**src/rtl/ospfb_capture_ctrl.sv**
```systemverilog
// Capture controller for the OSPFB/FFT output stream.
// Aligns to a frame boundary (tlast), discards SKIP_FRAMES whole frames,
// then writes FRAMES frames into a capture RAM at frame*FFT_LEN + index.
// Any framing error or FFT core event during skip/capture stops the run
// and is latched into err_code.
module ospfb_capture_ctrl #(
   parameter int FFT_LEN     = 2048,
   parameter int WIDTH       = 16,
   parameter int FRAMES      = 20,
   parameter int SKIP_FRAMES = 2,
   localparam int AW         = $clog2(FRAMES*FFT_LEN),
   localparam int FCW        = $clog2(FRAMES+1)
) (
   input  logic               clk,
   input  logic               rst,
   input  logic               start,
   input  logic               abort,
   input  logic [2*WIDTH-1:0] s_axis_tdata,
   input  logic               s_axis_tvalid,
   output logic               s_axis_tready,
   input  logic               s_axis_tlast,
   input  logic               event_tlast_unexpected,
   input  logic               event_tlast_missing,
   input  logic               event_fft_overflow,
   output logic               wr_en,
   output logic [AW-1:0]      wr_addr,
   output logic [2*WIDTH-1:0] wr_data,
   output logic               busy,
   output logic               done,
   output logic               err,
   output logic [2:0]         err_code,
   output logic [FCW-1:0]     frame_count
);

   localparam int IW = $clog2(FFT_LEN);
   // One spare count so the width stays non-zero when SKIP_FRAMES is 0
   localparam int SW = $clog2(SKIP_FRAMES+2);

   localparam logic [IW-1:0]  IDX_LAST  = IW'(FFT_LEN-1);
   localparam logic [SW-1:0]  SKIP_LAST = SW'((SKIP_FRAMES > 0) ? SKIP_FRAMES-1 : 0);
   localparam logic [FCW-1:0] FRM_LAST  = FCW'(FRAMES-1);

   typedef enum logic [2:0] {
      IDLE    = 3'd0,
      SYNC    = 3'd1,
      SKIP    = 3'd2,
      CAPTURE = 3'd3,
      DONE    = 3'd4,
      ERROR   = 3'd5
   } state_t;

   state_t         state;
   logic [IW-1:0]  idx;        // sample index within the current frame
   logic [SW-1:0]  skip_cnt;   // frames discarded so far
   logic [AW-1:0]  cap_addr;   // next RAM address; frames are contiguous

   logic beat;
   logic at_last;
   logic tl_bad;
   logic tl_evt;
   logic evt_any;

   // Handshake and framing checks for the beat on the bus this cycle
   assign beat    = s_axis_tvalid & s_axis_tready;
   assign at_last = (idx == IDX_LAST);
   assign tl_bad  = beat & (s_axis_tlast != at_last);
   assign tl_evt  = event_tlast_unexpected | event_tlast_missing;
   assign evt_any = tl_evt | event_fft_overflow;

   // Control FSM with all outputs registered
   always_ff @(posedge clk) begin
      if (rst) begin
         state         <= IDLE;
         s_axis_tready <= 1'b0;
         wr_en         <= 1'b0;
         wr_addr       <= '0;
         wr_data       <= '0;
         busy          <= 1'b0;
         done          <= 1'b0;
         err           <= 1'b0;
         err_code      <= 3'b000;
         frame_count   <= '0;
         idx           <= '0;
         skip_cnt      <= '0;
         cap_addr      <= '0;
      end else begin
         s_axis_tready <= 1'b1;
         wr_en         <= 1'b0;
         if (abort && state != IDLE) begin
            // Abort beats start and events; the beat on the bus is dropped
            state <= IDLE;
            busy  <= 1'b0;
            done  <= 1'b0;
         end else begin
            case (state)
               IDLE, DONE, ERROR: begin
                  if (start && !abort) begin
                     state       <= SYNC;
                     busy        <= 1'b1;
                     done        <= 1'b0;
                     err         <= 1'b0;
                     err_code    <= 3'b000;
                     frame_count <= '0;
                     idx         <= '0;
                     skip_cnt    <= '0;
                     cap_addr    <= '0;
                  end
               end
               SYNC: begin
                  // First tlast marks the end of a partial frame; index 0 follows
                  if (beat && s_axis_tlast) begin
                     idx   <= '0;
                     state <= (SKIP_FRAMES == 0) ? CAPTURE : SKIP;
                  end
               end
               SKIP, CAPTURE: begin
                  if (tl_bad || evt_any) begin
                     // Offending beat is never written; all causes accumulate
                     state    <= ERROR;
                     busy     <= 1'b0;
                     err      <= 1'b1;
                     err_code <= err_code | {event_fft_overflow, tl_evt, tl_bad};
                  end else if (beat) begin
                     idx <= idx + IW'(1);
                     if (state == SKIP) begin
                        if (at_last) begin
                           skip_cnt <= skip_cnt + SW'(1);
                           if (skip_cnt == SKIP_LAST) state <= CAPTURE;
                        end
                     end else begin
                        wr_en    <= 1'b1;
                        wr_addr  <= cap_addr;
                        wr_data  <= s_axis_tdata;
                        cap_addr <= cap_addr + AW'(1);
                        if (at_last) begin
                           frame_count <= frame_count + FCW'(1);
                           if (frame_count == FRM_LAST) begin
                              // done rises together with the final write pulse
                              state <= DONE;
                              busy  <= 1'b0;
                              done  <= 1'b1;
                           end
                        end
                     end
                  end
               end
               default: state <= IDLE;
            endcase
         end
      end
   end

endmodule

```
**config.mk**
```make
export PLATFORM = sky130hd
export DESIGN_NAME = ospfb_capture_ctrl
export DESIGN_NICKNAME = d
export VERILOG_FILES = /design/src/rtl/ospfb_capture_ctrl.sv
export SDC_FILE = /design/constraint.sdc
export NUM_CORES = 1
export LEC_CHECK = 0
export CAP_MARGIN = 40
export CORE_UTILIZATION = 30
export DETAILED_ROUTE_END_ITERATION = 10
export HOLD_SLACK_MARGIN = 0.02
export PLACE_DENSITY = 0.58
export SYNTH_ARGS = -nofsm -noshare
export SYNTH_HDL_FRONTEND = slang
export SYNTH_SLANG_ARGS = --single-unit
```
**constraint.sdc**
```tcl
create_clock -name clk -period 3.05 [get_ports clk]
set_input_delay 0.305 -clock clk [delete_from_list [all_inputs] [get_ports clk]]
set_output_delay 0.305 -clock clk [all_outputs]
set_load 0.01 [all_outputs]
```
==> impl.org, run 1 <==
** Outcome
- Run status :: complete, no violations

** Layout
- Utilization after layout :: between 40% and 50%
- Post-layout instance count excluding filler cells :: around 800
- In the final layout, the share of cells above drive strength 1 is about 6.5%.
- Antenna diode count :: 0
- Compared with the post-synthesis result, the final layout area differs by 33.97%.
- Total Nets Final :: 669

** Floorplan
- After floorplanning, the core was divided into 43 placement rows.
- The die covers around 15000 um^2.
- Placeable core area :: 14100 um^2
- The die is between 100 and 150 um wide.
- The floorplan step set the die height to approximately 120 um.
- Starting utilization of the core area :: 31.20%
- between 100 and 150 I/O pins were placed.

** Clock network
- TritonCTS built the clock tree.
- Number of sinks handled by clock tree synthesis :: 93
- Clock latency on the worst-skew pair, taken at its later pin, is 350 ps.
- The clock tree synthesis step divided the H-tree into 3 levels.
- Count of hold buffers inserted by post-cts repair :: 0
- Counting the buffers created by CTS gives 9.
- Maximum root-to-sink buffer count :: 2
- Clock edge transition at the registers on the reported setup and hold paths :: 70 ps
- Once the clock tree was built, the setup fixing pass inserted 0 buffers.
- Post-CTS repair changed the size of 0 cells.
- Clock tree synthesis selected as its root buffer the cell sky130_fd_sc_hd__clkbuf_16.

** Global routing
- Overall Global Routing Usage :: 18.03%
- Initial antenna violation count :: 0
- Pin count of the biggest net entering global routing :: 54
- Residual overflow from global routing :: 0
- The first global-routing pass estimated 21.33 mm of wire.
- The via count of the first global-routing pass is between 4k and 5k.

** STA
- Relative slew slack :: a little under half
- Setup clock skew after layout :: between 7 and 8 ps
- Setup repair after global routing left no endpoint under its margin.
- Worst Hold Margin :: ~400 ps
- Summed over all failing endpoints, the final setup total negative slack is 0 ps.
- Clock period minus final worst setup slack :: 2777 ps
- Number of endpoints with negative hold slack in the final report :: 0
- Setup violators final :: 0
- The worst path uses about nine tenths of the clock period.
- Final number of max-transition violations :: 0
- Measured slew at the worst slew-check pin :: approximately 810 ps
- Timing would allow up to between 300 and 400 MHz.

** Power
- Registers are responsible for a little under half of the overall power.
- In this run the power spent charging and discharging nets is around 0.00062 W.
- Internal power consumption :: between 0.0015 and 0.002 W
- Dividing total power by cell area gives a power density of around 440 nW/um^2.
- VDD sags by at most approximately 0.28 mV.
- Clock power share :: roughly 45%
- Net switching is a little under a quarter of the power.
- The analysis attributes to cell leakage a power of around 1.9 nW.
- In this run, the combinational gates consume under 10% of the power.

** Critical path
- Cells along the critical path :: ha_1, nand2_1, o41ai_1, o211ai_1, a2111oi_0, mux2i_1
- The startpoint identified for the worst register-to-register timing path is idx[0].
- The critical path ends at idx[6].
- For this run, the slowest stage of the critical path takes 690 ps.
- At the worst endpoint, the arrival time is slightly above 3000 ps.
- Maximum fanout count along the critical path :: 7
- The worst register-to-register path has a depth of 6.
- Type of destination of the critical path :: flip-flop
- Setup slack of the worst register-to-register path :: about 270 ps
- Sort of element at the start of the critical path :: flip-flop
- The most critical setup path has its startpoint at idx[0].
- Data on the critical path is required at its endpoint by 3330 ps.
- The largest individual stage delay along the critical path comes from the cell sky130_fd_sc_hd__a2111oi_0.
- The critical path in this run is classified as flip-flop to flip-flop.
- Endpoint of the worst-slack reg-to-reg timing path :: idx[6]

** Synthesis
- Sequential cell area fraction in the yosys report :: a little over two fifths
- Mean post-synth cell area :: approximately 8 um^2
- EDFF count, synth :: 0
- Post-synth ARST share :: 0%
- Number of distinct standard cells referenced by the synthesized netlist :: 59
- After synthesis the cells add up to around 4400 um^2.
- Predominant post-synthesis flop cell :: sky130_fd_sc_hd__dfxtp_1
- Mapped Cells :: 541
- After synthesis the netlist holds a flip-flop and latch count of 93.
- Yosys printed 0 warnings.
- Counting every net in the synthesized netlist gives approximately 590.

** Min path
- The tightest min-delay check is of the primary input to flip-flop type.

** Detailed routing
- Detailed-route wire length :: roughly 13 mm
- Ratio of routed vias to standard cells :: approximately 5.6
- Across all layers, the routed design uses around 4.5k vias.
- Drt drc :: 0
- Number of search-and-repair iterations in the first detailed-routing pass :: 5
- After detailed routing, the average wire length per cell comes to 16.33 um.
- In this run, the number of DRC markers left after iteration 0 of detailed routing was about 360.
- In this run the remaining antenna-violating nets after routing total 0.

** Placement
- Buffers placed on the I/O ports in this run total slightly above 100.
- Routability-driven placement finished with a final weighted congestion of between 0.9 and 1.
- DPL Wire Length :: about 9.1 mm
- After detailed placement, the design holds a cell count of roughly 790.

** Flow run
- Max-cap violations in this run came to 0.
## state kept, by name, summed over array words and instances, names as in the netlist
signal	count
cap_addr	16
done	1
s_axis_tready	1
wr_data	32
wr_addr	16
state	3
skip_cnt	2
wr_en	1
frame_count	5
busy	1
err	1
err_code	3
idx	11
## layer usage
layer,track usage [%],part of all wire [%],vias up
met1,25.35,48,2177
met4,6.928,1.6,0
li1,-,-,2189
met2,27.07,45,141
met3,3.506,5.3,14
met5,0,0,-
## worst max-delay path: cells and delay by family (launching register included)
kind,cells,cell delay [ps]
flip-flops,1,390
multiplexers,1,240
adder cells (fa/ha/maj),1,280
AO/OA/AOI/OAI,3,1650
AND/OR/NAND/NOR,1,150
## cells in the mapped netlist (all sizes together) (2+ instances only)
| master | number | share of area (%) |
|---|---|---|
| nand3 | 74 | 8.5 |
| o311ai | 3 | 0.60 |
| and4 | 6 | 1.2 |
| nand2 | 31 | 2.6 |
| a211o | 4 | 0.80 |
| nor4 | 5 | 1.2 |
| or3 | 7 | 1.0 |
| or4 | 8 | 1.4 |
| and3 | 5 | 0.71 |
| a22o | 4 | 0.80 |
| inv | 19 | 1.6 |
| o21ai | 63 | 7.2 |
| nand4 | 10 | 1.6 |
| a2111oi | 2 | 0.40 |
| nor2b | 2 | 0.28 |
| ha | 4 | 1.1 |
| and2 | 4 | 0.57 |
| o22ai | 2 | 0.28 |
| a31o | 2 | 0.40 |
| a22oi | 5 | 0.85 |
| nor2 | 20 | 1.8 |
| nand2b | 8 | 1.1 |
| a21oi | 62 | 7.1 |
| xnor2 | 3 | 0.60 |
| a211oi | 8 | 1.5 |
| clkbuf | 38 | 3.2 |
| dfxtp | 93 | 42 |
| o41a | 3 | 0.77 |
| buf | 3 | 0.48 |
| a221o | 4 | 0.91 |
| o211ai | 5 | 0.85 |
| a221oi | 2 | 0.40 |
| mux2i | 7 | 1.6 |
| a31oi | 3 | 0.43 |
| o32ai | 2 | 0.40 |
| nor3 | 6 | 0.68 |
## layout by cell type, fill, tap and decap left out, types with 3 or more instances in the layout
| cell | count |
|---|---|
| sky130_fd_sc_hd__nor2_1 | 19 |
| sky130_fd_sc_hd__a221o_1 | 4 |
| sky130_fd_sc_hd__mux2i_1 | 7 |
| sky130_fd_sc_hd__o211ai_1 | 5 |
| sky130_fd_sc_hd__dfxtp_1 | 93 |
| sky130_fd_sc_hd__nor3_1 | 5 |
| sky130_fd_sc_hd__nand2b_1 | 8 |
| sky130_fd_sc_hd__and3_1 | 5 |
| sky130_fd_sc_hd__a211oi_1 | 7 |
| sky130_fd_sc_hd__nand2_1 | 31 |
| sky130_fd_sc_hd__xnor2_1 | 3 |
| sky130_fd_sc_hd__a211o_1 | 3 |
| sky130_fd_sc_hd__clkdlybuf4s50_1 | 100 |
| sky130_fd_sc_hd__buf_4 | 11 |
| sky130_fd_sc_hd__inv_1 | 19 |
| sky130_fd_sc_hd__nor4_1 | 3 |
| sky130_fd_sc_hd__a22oi_1 | 5 |
| sky130_fd_sc_hd__a22o_1 | 4 |
| sky130_fd_sc_hd__a21oi_1 | 62 |
| sky130_fd_sc_hd__nand3_1 | 73 |
| sky130_fd_sc_hd__nand4_1 | 9 |
| sky130_fd_sc_hd__o21ai_0 | 61 |
| sky130_fd_sc_hd__or4_1 | 8 |
| sky130_fd_sc_hd__or3_1 | 7 |
| sky130_fd_sc_hd__ha_1 | 4 |
| sky130_fd_sc_hd__and4_1 | 6 |
| sky130_fd_sc_hd__a31oi_1 | 3 |
| sky130_fd_sc_hd__o41a_1 | 3 |
| sky130_fd_sc_hd__and2_1 | 4 |
| sky130_fd_sc_hd__clkbuf_16 | 9 |
## power by group through the flow
| stage | sequential (W) | combinational, W | clock, W |
|---|---|---|---|
| after floorplan | 0.00125 | 0.0000896 | 0 |
| after global placement | 0.00126 | 0.000185 | 0 |
| after detailed placement | 0.00126 | 0.000186 | 0 |
| after CTS | 0.00123 | 0.000187 | 0.00120 |
| after global routing | 0.00123 | 0.000206 | 0.00125 |
| final | 0.00123 | 0.000189 | 0.00117 |
## kinds of logic (layout without fill, tap and decap cells)
kind of cell	after synthesis	after routing	share of synthesized area (%)
adder cells (fa/ha/maj)	4	4	1.138
AND/OR/NAND/NOR	188	188	22.96
multiplexers	8	8	1.849
flip-flops	93	93	42.33
AO/OA/AOI/OAI	185	185	25.78
buffers and inverters	60	148	5.349
XOR/XNOR	3	3	0.5975
## cell type report
class / instances / area [um^2]
clock buffer: 10 / 239.0
clock inverter: 6 / 71.32
fill: 1433 / 8204
inverter: 19 / 71.32
multi-input combinational: 388 / 2315
sequential: 93 / 1862
tap: 180 / 225.2
timing repair buffer: 113 / 1109
## worst min-delay path by stage
stage | start | endpoint | cells after the start
2_1_floorplan | skip_cnt[0] | skip_cnt[0] | 1
3_3_place_gp | err_code[1] | err_code[1] | 2
3_5_place_dp | err_code[1] | err_code[1] | 2
4_1_cts | rst | wr_addr[10] | 2
5_1_grt | rst | wr_addr[12] | 2
6_report | rst | wr_addr[4] | 2
## stage by stage
step           setup WS (ps)  area [um^2]  power, W
4_1_cts                288.5         5892  0.002614
2_1_floorplan          842.4         4398  0.001344
6_report               273.1         5892  0.002589
3_3_place_gp           278.8         5582  0.001442
5_1_grt                125.5         5892  0.002680
3_5_place_dp           279.7         5582  0.001443
Power figures use the tool's default switching activity.
==> run 2, diff against run 1 <==
==> constraint.sdc (replaced) <==
create_clock -name clk -period 3.05 [get_ports clk]
set_input_delay 0.61 -clock clk [delete_from_list [all_inputs] [get_ports clk]]
set_output_delay 0.61 -clock clk [all_outputs]
set_load 0.01 [all_outputs]
==> run 2 against run 1 <==
Cell area is 0.21% higher; sequential power about the same; worst hold slack better by 70 ps; highest routed layer unchanged; critical path depth increased by 1; wire length rose by 0.66%; sequential share of layout area down 0.067 points; setup slack better by 81 ps; cell count rose by 0.87%; first-iteration DRC count fell by 0.28%; largest power group unchanged; critical endpoint is now idx[8]; non-clock buffer count increased by 7.
==> impl.org, run 2 (synthesized netlist as in run 1, its figures left out) <==
** Critical path
- Endpoint arrival time on the critical path :: 2980 ps (was 3060 ps)
- Data required time of the critical path :: 3330 ps (about the same)
- The critical path class is flip-flop to flip-flop (unchanged).
- The category of cells accounting for the largest share of critical-path delay is compound AO/OA/AOI/OAI gates (unchanged).
- The type of element launching the critical path is a flip-flop (unchanged).
- Slowest cell on the critical path :: sky130_fd_sc_hd__a2111oi_0 (unchanged)
- The biggest cell delay along the critical path was 590 ps (was 690 ps).
- Cells along the critical path :: ha_1, nand2_1, o41ai_1, o211ai_1, buf_4, a2111oi_0, mux2i_1 (was ha_1, nand2_1, o41ai_1, o211ai_1, a2111oi_0, mux2i_1)
- The minimum setup slack among reg-to-reg paths was 350 ps (was 270 ps).
- Type of destination of the critical path :: flip-flop (unchanged)
- The maximum fanout count along the critical path is 9 (was 7).
- The number of buffers and inverters on the critical path was 1 (was 0).

** Detailed routing
- The mean number of vias per cell came to 5.517 (was 5.588).
- Final ANT Viol Nets :: 0 (unchanged)
- Number of vias after detailed routing :: 4502 (was 4521)
- Drt drc :: 0 (unchanged)
- Detailed-route wire length :: 13.30 mm (was 13.21 mm)
- The total iterations of the first detailed-routing run came to 5 (unchanged).
- The final routed wire length divided by cell count is 16.30 um (was 16.33 um).
- Number of DRC markers in iteration 0 :: 355 (was 356)

** Placement
- The routability-driven placement congestion ratio came to 0.9438 (was 0.9098).
- Worst setup slack before clock tree synthesis :: 183.3 ps (was 279.7 ps)
- DPL Wire Length :: 9.207 mm (was 9.113 mm)
- The quantity of I/O buffers inserted on ports came to 101 (unchanged).
- The cell area after placement was 5634 um^2 (was 5582 um^2).
- The cell count after placement came to 800 (was 793).

** Power
- The leakage dissipation was 1.911 nW (was 1.902 nW).
- Worst IR Drop VDD :: 0.2445 mV (was 0.2752 mV)
- The power density normalized to cell area was 418.1 nW/um^2 (was 439.4 nW/um^2).

** STA
- Measured slew at the worst slew-check pin :: 860.6 ps (was 812.3 ps)
- The number of max-slew violations in the final report came to 0 (unchanged).
- Setup ws final :: 354.2 ps (was 273.1 ps)
- Portion of the clock cycle consumed by the worst path in the final layout :: 88.39% (was 91.05%)
- RSZ-0062 raised after global routing :: no (unchanged)
- Relative slew slack :: 42.41% (was 45.65%)
- The peak clock frequency supported by timing was 370.9 MHz (was 360.1 MHz).
- Final-layout setup total negative slack :: 0 ps (unchanged)
- The time the worst path needs with I/O delays and setup came to 2696 ps (was 2777 ps).
- Setup clock skew after layout :: 12.44 ps (was 7.521 ps)
- The setup-violating endpoint count in the final report came to 0 (unchanged).
- Number of endpoints with negative hold slack in the final report :: 0 (unchanged)

** Layout
- Commonest cells after routing, fill and taps aside: sky130_fd_sc_hd__clkdlybuf4s50_1, sky130_fd_sc_hd__dfxtp_1, sky130_fd_sc_hd__nand3_1 (unchanged).
- Total Nets Final :: 676 (was 669)
- The synthesis-to-finish area growth is 34.25% (was 33.97%).
- Most frequent standard cell in the layout excluding fill and tap cells :: sky130_fd_sc_hd__clkdlybuf4s50_1 (unchanged)
- Fraction of layout instances using a drive strength above 1 :: 7.233% (was 6.518%)
- Max reg flops :: 32 (unchanged)
- The antenna diode count came to 0 (unchanged).
- Biggest regs :: wr_data x32, cap_addr x16, wr_addr x16 (unchanged)
- The core occupancy in the finished layout came to 41.89% (was 41.80%).
- Final std cell area, no fill :: 5904 um^2 (was 5892 um^2)
- The register with the highest flop count is wr_data (unchanged).
- Post-layout instance count excluding filler cells :: 816 (was 809)

** Clock network
- The clock tree from TritonCTS is done (unchanged).
- The number of clock buffers inserted by TritonCTS was 9 (unchanged).
- The worst-case clock buffer depth was 2 (unchanged).
- Total setup buffers inserted after CTS :: 0 (unchanged)
- The root buffer cell is sky130_fd_sc_hd__clkbuf_16 (unchanged).
- The clock edge transition at the registers on the reported setup and hold paths came to 60 ps (was 70 ps).
- The post-cts hold buffer count came to 0 (unchanged).
- The sink count of the clock tree is 93 (unchanged).
- The number of levels the H-tree was split into came to 3 (unchanged).
- Number of resized instances in the post-cts repair step :: 0 (unchanged)
- The clock latency reported for the late side of the worst-skew pair is 350 ps (about the same).

** Floorplan
- The starting density of the core was 31.20% (unchanged).
- Die Y :: 123.1 um (unchanged)
- The area of the die was 15150 um^2 (unchanged).
- Top-level port count :: 102 (unchanged)
- Std-Cell Rows :: 43 (unchanged)
- Placeable core area :: 14100 um^2 (unchanged)
- Die Wd :: 123.1 um (unchanged)

** Global routing
- The via count of the first global-routing pass was 4158 (was 4156).
- The all-layer global routing usage is 17.88% (was 18.03%).
- The wire length of the first global-routing pass is 21.31 mm (was 21.33 mm).
- The total congestion overflow after global routing was 0 (unchanged).
- The maximum number of pins on one net before global-route repair was 54 (unchanged).
- Initial antenna violation count :: 0 (unchanged)

** Outcome
- Run status: complete, no violations (unchanged).

** Min path
- Worst hold-check path type :: flip-flop to flip-flop (was primary input to flip-flop)

** Flow run
- Count of max-cap constraint violations :: 0 (unchanged)
run 2: changes by cell type in the layout (fill, tap and decap cells not counted), sizes merged:
cell      change
buf           +7
bufinv        -1
clkbuf        +1
clkinvlp      +1
inv           -1
run 2: routing by layer:
| metal | global-route usage, % | vias up | part of all wire, % |
|---|---|---|---|
| met2 | 26.44 | 151 | 44 |
| met1 | 24.83 | 2134 | 47 |
| met5 | 0 | - | 0 |
| met4 | 8.434 | 0 | 2.3 |
| li1 | - | 2195 | - |
| met3 | 3.552 | 22 | 6.0 |
run 2: worst reg2reg max path, delay by kind of cell, from the launching register on:
kind                     cells  cell delay, ps
buffers and inverters        1             230
AND/OR/NAND/NOR              1             170
flip-flops                   1             390
multiplexers                 1             240
adder cells (fa/ha/maj)      1             310
AO/OA/AOI/OAI                3            1300
run 2: power breakdown:
group / internal (W) / total, W / switching, W
clock: 0.000555 / 0.00104 / 0.000487
combinational: 0.0000891 / 0.000198 / 0.000109
sequential: 0.00122 / 0.00123 / 0.00000911
total: 0.00186 / 0.00247 / 0.000605
run 2: path summary, 6_finish.rpt:
path | start | end | cells after the start
setup / recovery | idx[0] | idx[8] | 7
setup reg to reg | idx[0] | idx[8] | 7
hold / removal | skip_cnt[0] | skip_cnt[0] | 1
hold reg to reg | skip_cnt[0] | skip_cnt[0] | 1
run 2: layout make-up:
cell class | count | area (um^2)
fill | 1439 | 8192
multi-input combinational | 388 | 2315
sequential | 93 | 1862
timing repair buffer | 120 | 1161
clock buffer | 11 | 232.7
tap | 180 | 225.2
inverter | 19 | 71.32
clock inverter | 5 | 37.54
run 2: stage by stage:
stage | power (W) | hold slack (ps)
floorplan | 0.001344 | 445.8
global placement | 0.001450 | 446.8
detailed placement | 0.001451 | 468.8
CTS | 0.002492 | 478.0
global route | 0.002565 | 489.1
finish | 0.002469 | 472.9
==> run 3, diff against run 2 <==
--- a/config.mk
+++ b/config.mk
@@ -10,6 +10,7 @@
 export DETAILED_ROUTE_END_ITERATION = 10
 export HOLD_SLACK_MARGIN = 0.02
 export PLACE_DENSITY = 0.58
+export SLEW_MARGIN = 25
 export SYNTH_ARGS = -nofsm -noshare
 export SYNTH_HDL_FRONTEND = slang
 export SYNTH_SLANG_ARGS = --single-unit
==> run 3 against run 2 <==
Total power about the same; wire length up 0.24%; cell count rose by 0.12%; worst hold slack about the same; combinational power hardly changed; die area stayed put; largest cell class unchanged.
==> impl.org, run 3 (synthesized netlist as in run 1, its figures left out) <==
** Outcome
- Run status: complete, no violations (unchanged).

** Critical path
- Sort of element at the start of the critical path :: flip-flop (unchanged)
- The logic depth of the worst register-to-register path was 7 (unchanged).
- The minimum setup slack among reg-to-reg paths is 370 ps (was 350 ps).
- Buffering stage count on the worst path with inverters included :: 1 (unchanged)
- The category of cells accounting for the largest share of critical-path delay is compound AO/OA/AOI/OAI gates (unchanged).
- The critical path data arrival time was 2960 ps (was 2980 ps).
- Maximum fanout count along the critical path :: 9 (unchanged)
- Kind of critical path :: flip-flop to flip-flop (unchanged)
- Slowest cell on the critical path :: sky130_fd_sc_hd__a2111oi_0 (unchanged)
- The kind of end point of the critical path is a flip-flop (unchanged).
- Data required time of the critical path :: 3330 ps (about the same)
- The biggest cell delay along the critical path is 590 ps (about the same).
- Cells along the critical path: ha_1, nand2_1, o41ai_1, o211ai_1, buf_4, a2111oi_0, mux2i_1 (unchanged).
- Cell count along the critical path :: 7 (unchanged)

** Layout
- The total of fill cells in the finished design came to 1439 (unchanged).
- Max reg flops :: 32 (unchanged)
- Final std cell area, no fill :: 5912 um^2 (was 5904 um^2)
- Commonest cells after routing, fill and taps aside :: sky130_fd_sc_hd__clkdlybuf4s50_1, sky130_fd_sc_hd__dfxtp_1, sky130_fd_sc_hd__nand3_1 (unchanged)
- Biggest regs :: wr_data x32, cap_addr x16, wr_addr x16 (unchanged)
- The antenna diode count came to 0 (unchanged).
- The register with the highest flop count was wr_data (unchanged).
- Most frequent standard cell in the layout excluding fill and tap cells :: sky130_fd_sc_hd__clkdlybuf4s50_1 (unchanged)
- The layout net count was 677 (was 676).
- The synthesis-to-finish area growth was 34.42% (was 34.25%).
- The share of cells above drive strength 1 was 7.378% (was 7.233%).

** STA
- The number of max-slew violations in the final report came to 0 (unchanged).
- The peak clock frequency supported by timing is 372.6 MHz (was 370.9 MHz).
- Setup ws final :: 366.0 ps (was 354.2 ps)
- Setup violators final :: 0 (unchanged)
- Setup clock skew after layout :: 11.85 ps (was 12.44 ps)
- Clock period minus final worst setup slack :: 2684 ps (was 2696 ps)
- Measured slew at the worst slew-check pin :: 787.6 ps (was 860.6 ps)
- The count of final hold-check violations was 0 (unchanged).
- The total negative setup slack is 0 ps (unchanged).
- RSZ-0062 raised after global routing: no (unchanged).
- Relative slew slack :: 47.01% (was 42.41%)
- Portion of the clock cycle consumed by the worst path in the final layout :: 88.00% (was 88.39%)

** Global routing
- Initial antenna violation count :: 0 (unchanged)
- The all-layer global routing usage came to 17.88% (unchanged).
- Residual overflow from global routing :: 0 (unchanged)
- The via count of the first global-routing pass is 4158 (unchanged).
- The wire length of the first global-routing pass was 21.31 mm (unchanged).
- The maximum number of pins on one net before global-route repair was 54 (unchanged).

** Clock network
- Later-pin clock latency in the skew report :: 350 ps (about the same)
- Number of clock buffers inserted by TritonCTS :: 9 (unchanged)
- The clock tree from TritonCTS was done (unchanged).
- The root buffer cell is sky130_fd_sc_hd__clkbuf_16 (unchanged).
- The worst-case clock buffer depth was 2 (unchanged).
- Number of sinks handled by clock tree synthesis :: 93 (unchanged)
- # H-tree levels :: 3 (unchanged)
- Total setup buffers inserted after CTS :: 0 (unchanged)
- The clock edge transition at the registers on the reported setup and hold paths came to 60 ps (about the same).
- Number of resized instances in the post-cts repair step :: 0 (unchanged)
- The post-cts hold buffer count came to 0 (unchanged).

** Placement
- The quantity of I/O buffers inserted on ports was 101 (unchanged).
- The pre-CTS worst setup slack came to 183.3 ps (unchanged).
- Placement-stage cell area :: 5634 um^2 (unchanged)
- DPL Wire Length :: 9.207 mm (unchanged)
- Final estimated routing congestion in global placement :: 0.9438 (unchanged)

** Power
- NetSw :: 0.0006050 W (was 0.0006049 W)
- Internal power consumption :: 0.001864 W (about the same)
- The sequential group share of total power was 49.8% (about the same).
- Power density over the cells :: 417.6 nW/um^2 (was 418.1 nW/um^2)
- The share of total power consumed by net switching was 24.50% (about the same).
- Worst IR Drop VDD :: 0.2449 mV (was 0.2445 mV)
- Cell leakage power :: 1.916 nW (was 1.911 nW)
- The combinational share of power came to 8.0% (about the same).
- Clock power share :: 42.2% (about the same)

** Min path
- The cell depth of the worst min-delay path was 1 (unchanged).
- The worst min-delay path class is flip-flop to flip-flop (unchanged).

** Detailed routing
- The total iterations of the first detailed-routing run was 5 (unchanged).
- The post-detailed-route count of antenna-violating nets came to 0 (unchanged).
- Ratio of routed vias to standard cells :: 5.524 (was 5.517)
- Detailed-route wire length :: 13.33 mm (was 13.30 mm)
- The number of vias after detailed routing came to 4513 (was 4502).
- Routed length per placed instance :: 16.32 um (was 16.30 um)
- The remaining design rule violation count came to 0 (unchanged).
- Number of DRC markers in iteration 0 :: 382 (was 355)

** Floorplan
- The floorplan core area is 14100 um^2 (unchanged).
- Std-Cell Rows :: 43 (unchanged)
- The number of top-level pins is 102 (unchanged).
- The area of the die is 15150 um^2 (unchanged).
- Starting utilization of the core area :: 31.20% (unchanged)
- Die Y :: 123.1 um (unchanged)
- Die Wd :: 123.1 um (unchanged)

** Flow run
- The count of maximum capacitance violations came to 0 (unchanged).
## run 3: power groups by stage
stage | clock network, W | registers (W) | logic, W
6_report | 0.00104 | 0.00123 | 0.000198
3_5_place_dp | 0 | 0.00126 | 0.000194
3_3_place_gp | 0 | 0.00126 | 0.000194
5_1_grt | 0.00112 | 0.00123 | 0.000214
2_1_floorplan | 0 | 0.00125 | 0.0000896
4_1_cts | 0.00107 | 0.00123 | 0.000195
## run 3: worst reg2reg max path, cell delays in order, from the launching register on
cell	delay, ps
sky130_fd_sc_hd__dfxtp_1	390
sky130_fd_sc_hd__ha_1	310
sky130_fd_sc_hd__nand2_1	170
sky130_fd_sc_hd__o41ai_1	490
sky130_fd_sc_hd__o211ai_1	210
sky130_fd_sc_hd__buf_4	220
sky130_fd_sc_hd__a2111oi_0	590
sky130_fd_sc_hd__mux2i_1	240
## run 3: through the flow
step / util [%] / cells / total power (W) / hold WS (ps)
after floorplan: - / 541 / 0.001344 / 445.8
after global placement: 39.97 / 800 / 0.001450 / 446.8
after detailed placement: 39.97 / 800 / 0.001451 / 468.8
after CTS: 41.89 / 816 / 0.002492 / 478.0
after global routing: 41.94 / 817 / 0.002565 / 489.1
final: 41.94 / 817 / 0.002469 / 473.2
## run 3: final timing paths
check | from | endpoint
setup reg to reg | idx[0] | idx[8]
setup / recovery | idx[0] | idx[8]
hold reg to reg | skip_cnt[0] | skip_cnt[0]
hold / removal | skip_cnt[0] | skip_cnt[0]
## run 3: area by class of cell
type / instances / area (um^2) / share of cell area, %
clock buffers: 11 / 232.7 / 3.937
clock inverters: 5 / 37.54 / 0.6349
inverters: 19 / 71.32 / 1.206
multi-input cells: 388 / 2315 / 39.15
flip-flops and latches: 93 / 1862 / 31.49
well taps: 180 / 225.2 / 3.810
repair buffers: 121 / 1169 / 19.77
## run 3: layer usage
| layer | routed length, um | up-vias | track usage (%) |
|---|---|---|---|
| li1 | - | 2196 | - |
| met1 | 6386 | 2138 | 24.83 |
| met2 | 5829 | 152 | 26.44 |
| met3 | 774 | 27 | 3.552 |
| met4 | 340 | 0 | 8.434 |
| met5 | 0 | - | 0 |
